**src/rtl/store_buffer.sv**
```systemverilog
// -----------------------------------------------------------------------------
// store_buffer
//
// Posted-write buffer between the core data port and data memory. Core stores
// are queued in a DEPTH-entry circular FIFO and retired in order over a
// valid/ready write channel. Core loads are forwarded from the youngest
// buffered store to the same word, otherwise served from memory. The core
// only stalls on a store while the buffer is full.
//
// Optional build macro: STORE_BUFFER_COALESCE_EN
//   When defined, a store to a word that is already buffered overwrites the
//   youngest matching entry in place instead of allocating a new one (and so
//   never stalls). The head entry is excluded from this while it is being
//   handed to memory in the same cycle; such a store enqueues normally.
//
// Parameters:
//   DEPTH  number of buffered stores (power of two, >= 2)
//   AW     address width
//   DW     data width
//
// Ports:
//   clk         clock, rising edge
//   reset       asynchronous active-high reset; discards all buffered stores
//   memwrite    core store request
//   memread     core load request
//   dataadr     core byte address (loads and stores)
//   writedata   core store data
//   readdata    load data to core (combinational)
//   stall       core must hold its store request this cycle
//   mem_wvalid  head entry presented to memory
//   mem_waddr   word-aligned address of the head entry
//   mem_wdata   data of the head entry
//   mem_wready  memory accepts the head entry this cycle
//   mem_raddr   memory read address (equals dataadr)
//   mem_rdata   memory read data, combinational with mem_raddr
//   count       number of occupied entries (0..DEPTH)
// -----------------------------------------------------------------------------
module store_buffer #(
  parameter int DEPTH = 4,
  parameter int AW    = 32,
  parameter int DW    = 32
) (
  input  logic                   clk,
  input  logic                   reset,
  input  logic                   memwrite,
  input  logic                   memread,
  input  logic [AW-1:0]          dataadr,
  input  logic [DW-1:0]          writedata,
  output logic [DW-1:0]          readdata,
  output logic                   stall,
  output logic                   mem_wvalid,
  output logic [AW-1:0]          mem_waddr,
  output logic [DW-1:0]          mem_wdata,
  input  logic                   mem_wready,
  output logic [AW-1:0]          mem_raddr,
  input  logic [DW-1:0]          mem_rdata,
  output logic [$clog2(DEPTH):0] count
);

  localparam int            PW       = $clog2(DEPTH);
  localparam int            CW       = PW + 1;
  localparam logic [CW-1:0] FULL_CNT = CW'(DEPTH);

  // Entry storage. Only the word address is kept; stores are word-only so
  // the low two address bits are always zero on the memory side.
  logic [AW-3:0] wa_q   [DEPTH];
  logic [DW-1:0] data_q [DEPTH];

  // Pointer and occupancy state
  logic [PW-1:0] head_q, head_d;
  logic [PW-1:0] tail_q, tail_d;
  logic [CW-1:0] count_q, count_d;

  logic          full;
  logic          empty;
  logic          pop;
  logic          push;
  logic          coal;

  // Youngest-match search results
  logic          hit;
  logic [PW-1:0] hit_idx;
  logic [PW-1:0] idx;

  assign full  = (count_q == FULL_CNT);
  assign empty = (count_q == '0);

  // ---------------------------------------------------------------------------
  // Address match against all valid entries.
  // Entries are walked oldest to youngest starting at head, so the last hit
  // wins and hit_idx ends up on the youngest matching entry. Validity is
  // derived from the occupancy count, which also means the head entry that is
  // being popped this cycle is still treated as valid. Loads and stores share
  // dataadr, so one search serves both forwarding and coalescing.
  // ---------------------------------------------------------------------------
  always_comb begin
    hit     = 1'b0;
    hit_idx = head_q;
    idx     = head_q;
    for (int i = 0; i < DEPTH; i++) begin
      idx = head_q + PW'(i);
      if ((CW'(i) < count_q) && (wa_q[idx] == dataadr[AW-1:2])) begin
        hit     = 1'b1;
        hit_idx = idx;
      end
    end
  end

  // ---------------------------------------------------------------------------
  // Write channel and enqueue control
  // ---------------------------------------------------------------------------
  assign mem_wvalid = !empty;
  assign mem_waddr  = {wa_q[head_q], 2'b00};
  assign mem_wdata  = data_q[head_q];
  assign pop        = mem_wvalid && mem_wready;

`ifdef STORE_BUFFER_COALESCE_EN
  // Merge into the youngest match, unless that match is the head entry that
  // memory is taking this very cycle; the youngest match can only be the head
  // when it is the sole match, so this is the "only match is head" case.
  assign coal = memwrite && hit && !((hit_idx == head_q) && pop);
`else
  assign coal = 1'b0;
`endif

  // The full flag is the registered occupancy, so a pop in this cycle does
  // not release the stall; the store is taken on the following cycle. This
  // keeps mem_wready out of the stall path.
  assign push  = memwrite && !coal && !full;
  assign stall = memwrite && !coal && full;

  // ---------------------------------------------------------------------------
  // Load path
  // ---------------------------------------------------------------------------
  assign mem_raddr = dataadr;
  assign readdata  = (memread && hit) ? data_q[hit_idx] : mem_rdata;

  assign count = count_q;

  // ---------------------------------------------------------------------------
  // Pointer / occupancy next state. DEPTH is a power of two, so the pointers
  // wrap from DEPTH-1 to 0 by natural overflow.
  // ---------------------------------------------------------------------------
  always_comb begin
    head_d  = head_q;
    tail_d  = tail_q;
    count_d = count_q;
    if (pop) begin
      head_d = head_q + PW'(1);
    end
    if (push) begin
      tail_d = tail_q + PW'(1);
    end
    case ({push, pop})
      2'b10:   count_d = count_q + CW'(1);
      2'b01:   count_d = count_q - CW'(1);
      default: count_d = count_q;
    endcase
  end

  // ---------------------------------------------------------------------------
  // Control state: asynchronous reset empties the buffer immediately, which
  // drops mem_wvalid even in the middle of a handshake.
  // ---------------------------------------------------------------------------
  always_ff @(posedge clk or posedge reset) begin
    if (reset) begin
      head_q  <= '0;
      tail_q  <= '0;
      count_q <= '0;
    end else begin
      head_q  <= head_d;
      tail_q  <= tail_d;
      count_q <= count_d;
    end
  end

  // ---------------------------------------------------------------------------
  // Entry storage: data only, no reset needed since validity comes from count.
  // push and coal are mutually exclusive.
  // ---------------------------------------------------------------------------
  always_ff @(posedge clk) begin
    if (push) begin
      wa_q[tail_q]   <= dataadr[AW-1:2];
      data_q[tail_q] <= writedata;
    end else if (coal) begin
      data_q[hit_idx] <= writedata;
    end
  end

endmodule

```
**config.mk**
```make
export PLATFORM = sky130hd
export DESIGN_NAME = store_buffer
export DESIGN_NICKNAME = d
export VERILOG_FILES = /design/src/rtl/store_buffer.sv
export SDC_FILE = /design/constraint.sdc
export NUM_CORES = 1
export LEC_CHECK = 0
export BUFFER_PORTS_ARGS = -buffer_cell sky130_fd_sc_hd__clkbuf_2
export CAP_MARGIN = 10
export CORE_MARGIN = 2
export CORE_UTILIZATION = 50
export CTS_CLUSTER_DIAMETER = 200
export DETAILED_ROUTE_END_ITERATION = 8
export HOLD_SLACK_MARGIN = 0.02
export PLACE_DENSITY = 0.71
export SYNTH_ARGS = -nofsm -noshare
export SYNTH_HDL_FRONTEND = slang
export SYNTH_SLANG_ARGS = --single-unit
```
**constraint.sdc**
```tcl
create_clock -name clk -period 13.9 [get_ports clk]
set_input_delay 3.475 -clock clk [delete_from_list [all_inputs] [get_ports clk]]
set_output_delay 3.475 -clock clk [all_outputs]
set_load 0.05 [all_outputs]
```
==> impl_metrics.yaml <==
status:
  status: "complete, no violations"
pwr:
  switching_share_pct: 46.7
  peakVddDrop_uv: 277
  power_density_mw_per_mm2: 222
  power_mw: 4.15
  p_leak_nw: 6.79
  intPower_mw: 2.21
  power.switching_mw: 1.94
  p_clk_share_pct: 18.2
  p_seq_share_pct: 28.3
  power_frac_comb_pct: 53.5
synthesis:
  seq_area_frac_synth_pct: 45.6
  netlist_area_mm2: 0.0167
  synthXorXnorAreaFrac_pct: 5.97
  synth.mux.area_fraction_pct: 18.3
  synth_edf_count: 248
  dominantRegCellSynth: "edfxtp_1"
  synthDistinctLibCells: 70
  synth_top_cell_by_area: "edfxtp_1"
  synth_area_leaders: "edfxtp_1 45%, mux4_2 9.7%, mux2i_1 7.7%, xnor2_1 4.8%, a2111oi_2 2.8%"
  yosysTopAreaCellShare_pct: 44.6
  async_reset_ff_share_pct: 2.75
  yosys_register_bits: 255
  avgSynthCellArea_um2: 12.2
  yosysMostFrequentCell: "edfxtp_1"
  synth_common_cells: "248 x edfxtp_1, 129 x mux2i_1, 91 x nor2_1, 91 x xnor2_1, 75 x inv_1"
  synth_compound_area_share_pct: 14.4
  synth_top_family_by_area: "multiplexers"
  synth_cells: 1370
  ys_warn_count: 0
  yosys.area_share.simple_pct: 8.42
  synthAdderAreaFrac_pct: 0.674
clock_network:
  clock_tree.buffer_depth: 3
  clkSinkCount: 255
  post_cts_buffers: 0
  hold_buffers: 0
  cts_resized: 0
  clk_latency_ns: 0.56
  cts_tree: "yes"
  numCtsBuffers: 28
  clk_pin_slew_worst_paths_ns: 0.06
  htreeDepth: 1
  cts_root_buf: "clkbuf_16"
route:
  post_drt_wl_per_cell_um: 24.4
  viasPerCell: 6.46
  dr.pass1.iters: 6
  drt_iter0_markers: 1316
  via_count: 12698
  route.detailed.drc: 0
  m1WireLength_mm: 19.8
  top_layer_used: "met4"
  wl_mm: 48.0
  wl_met2_mm: 22.0
  dr_wl_met3_mm: 4.82
  detail-route-antenna-nets: 0
cells_and_area:
  drive_gt1_share_pct: 28.3
  area.growth.synth_to_final_pct: 12.2
  nets: 1608
  final_util_pct: 57.3
setup_path:
  crit_path_end: "readdata[26]"
  cp_data_arrival_time_ns: 8.03
  regToRegSetupSlack_ns: 11.04
  worst-r2r-cell-count: 5
  path_max_fanout: 42
  criticalPathCategory: "input pin to output pin"
  critPathLaunch: "dataadr[18]"
  start_kind: "input pin"
  end_kind: "output pin"
  r2r-end: "data_q[1][24]$_DFFE_PP_"
  reg2reg_from: "count[0]$_DFFE_PP0P_"
  cp_data_required_time_ns: 10.43
die:
  initial_utilization_pct: 51.1
  core_area_mm2: 0.0327
  die_y_um: 187
  row_count: 66
  ioPinCount: 234
  die_w_um: 187
  die_area_mm2: 0.0349
timing:
  slew_violations: 0
  fmax_ghz: 0.0869
  fin_tns_setup_ns: 0
  max_slew_margin_pct: 19.0
  worst_slack_ns: 2.39
  skew_ns: 0.0274
  final.min_clock_period_ns: 11.51
  rsz0062_at_grt: "false"
  fin_crit_sh_pct: 82.8
  hold_viol: 0
  worst_pin_slew_ns: 1.21
  setup_viol: 0
placed_design:
  numPortBuffers: 227
  dp_hpwl_mm: 31.6
  place.gp.congestion: 1.01
  pre_cts_ws_ns: 2.47
global_routing:
  grt_start_max_net_pins: 112
  grt_pass1_vias: 12269
  grt_usage_pct: 26.8
  antenna_found_initial: 4
  grt_overflow_total: 0
  grt_pass1_wl_mm: 73.2
hold_path:
  hold_class: "flop to flop"
run:
  maxCapViolCount: 0
cell families (layout without fill, tap and decap cells):
kind of cell	count (synthesis)	after routing
DFF	255	255
other	1	6
and+or+nand+nor	271	271
AOI/OAI and AO/OA	283	283
buffers and inverters	224	372
muxes	214	214
xor gates and xnor gates	113	113
adders and majority gates	9	9
registers in the layout, indices dropped and copies added, names as in the netlist:
signal and flops:
count 3, data_q 128, head_q 2, tail_q 2, wa_q 120
cell type report:
type                       instances  area [µm²]
fill                            2719       14000
multi-input combinational        892        8050
sequential                       255        7630
timing repair buffer             245        1280
clock buffer                      34         744
tap                              442         553
inverter                          76         285
clock inverter                    17         183
antenna                            4        10.0
power by group through the flow:
stage	Sequential, mW	Clock [mW]	Combinational (mW)
floorplan	1.12	0	1.76
global placement	1.18	0	2.19
detailed placement	1.19	0	2.20
CTS	1.17	0.762	2.21
global route	1.20	0.792	2.34
finish	1.17	0.756	2.22
worst min-delay path by stage:
stage,from,slack (ns),cells past startpoint,endpoint
after global placement,count[0]$_DFFE_PP0P_,0.56,1,count[0]$_DFFE_PP0P_
after global routing,count[0]$_DFFE_PP0P_,0.63,1,count[0]$_DFFE_PP0P_
final,count[0]$_DFFE_PP0P_,0.58,1,count[0]$_DFFE_PP0P_
after floorplan,tail_q[1]$_DFFE_PP0P_,0.58,2,tail_q[1]$_DFFE_PP0P_
after detailed placement,count[0]$_DFFE_PP0P_,0.57,1,count[0]$_DFFE_PP0P_
after CTS,count[0]$_DFFE_PP0P_,0.58,1,count[0]$_DFFE_PP0P_
metrics by stage:
stage          cell area [µm²]  hold WS, ns  instances
3_5_place_dp             17800        0.569       1910
5_1_grt                  18700        0.626       1965
6_report                 18700        0.584       1965
3_3_place_gp             17800        0.563       1910
2_1_floorplan            16700        0.580       1371
4_1_cts                  18700        0.582       1961
critical path, cell delays in order:
cell and delay (ns):
clkbuf_2 0.18, xnor2_1 0.22, or3_1 0.44, a2111oi_0 0.57
and4_1 0.35, and2_2 0.90, nor3_1 0.18, a211oi_4 0.74
buf_4 0.38, o2111a_1 0.21, nor3_1 0.08, clkbuf_2 0.26
cell usage in the layout (no fill, tap or decap), types with 21 or more instances in the layout:
| cell | synthesis | final |
|---|---|---|
| a2111oi_2 | 31 | 31 |
| a211oi_1 | 39 | 38 |
| a221oi_1 | 31 | 31 |
| a22oi_1 | 34 | 34 |
| and2_1 | 39 | 33 |
| clkbuf_16 | 0 | 29 |
| clkbuf_2 | 2 | 227 |
| edfxtp_1 | 248 | 248 |
| inv_1 | 75 | 74 |
| mux2i_1 | 129 | 129 |
| mux4_2 | 72 | 72 |
| nand4_1 | 23 | 23 |
| nor2_1 | 91 | 91 |
| nor3_1 | 43 | 40 |
| o2111a_1 | 33 | 33 |
| o21ai_0 | 49 | 49 |
| xnor2_1 | 91 | 91 |
| xor2_1 | 21 | 21 |
metal layers:
metal	GRT usage, %	vias up
met5	0	-
met4	8.00	0
met3	5.17	110
met2	42.0	729
met1	37.9	6284
li1	-	5575
Note: power is estimated with default switching activity, not from simulation.
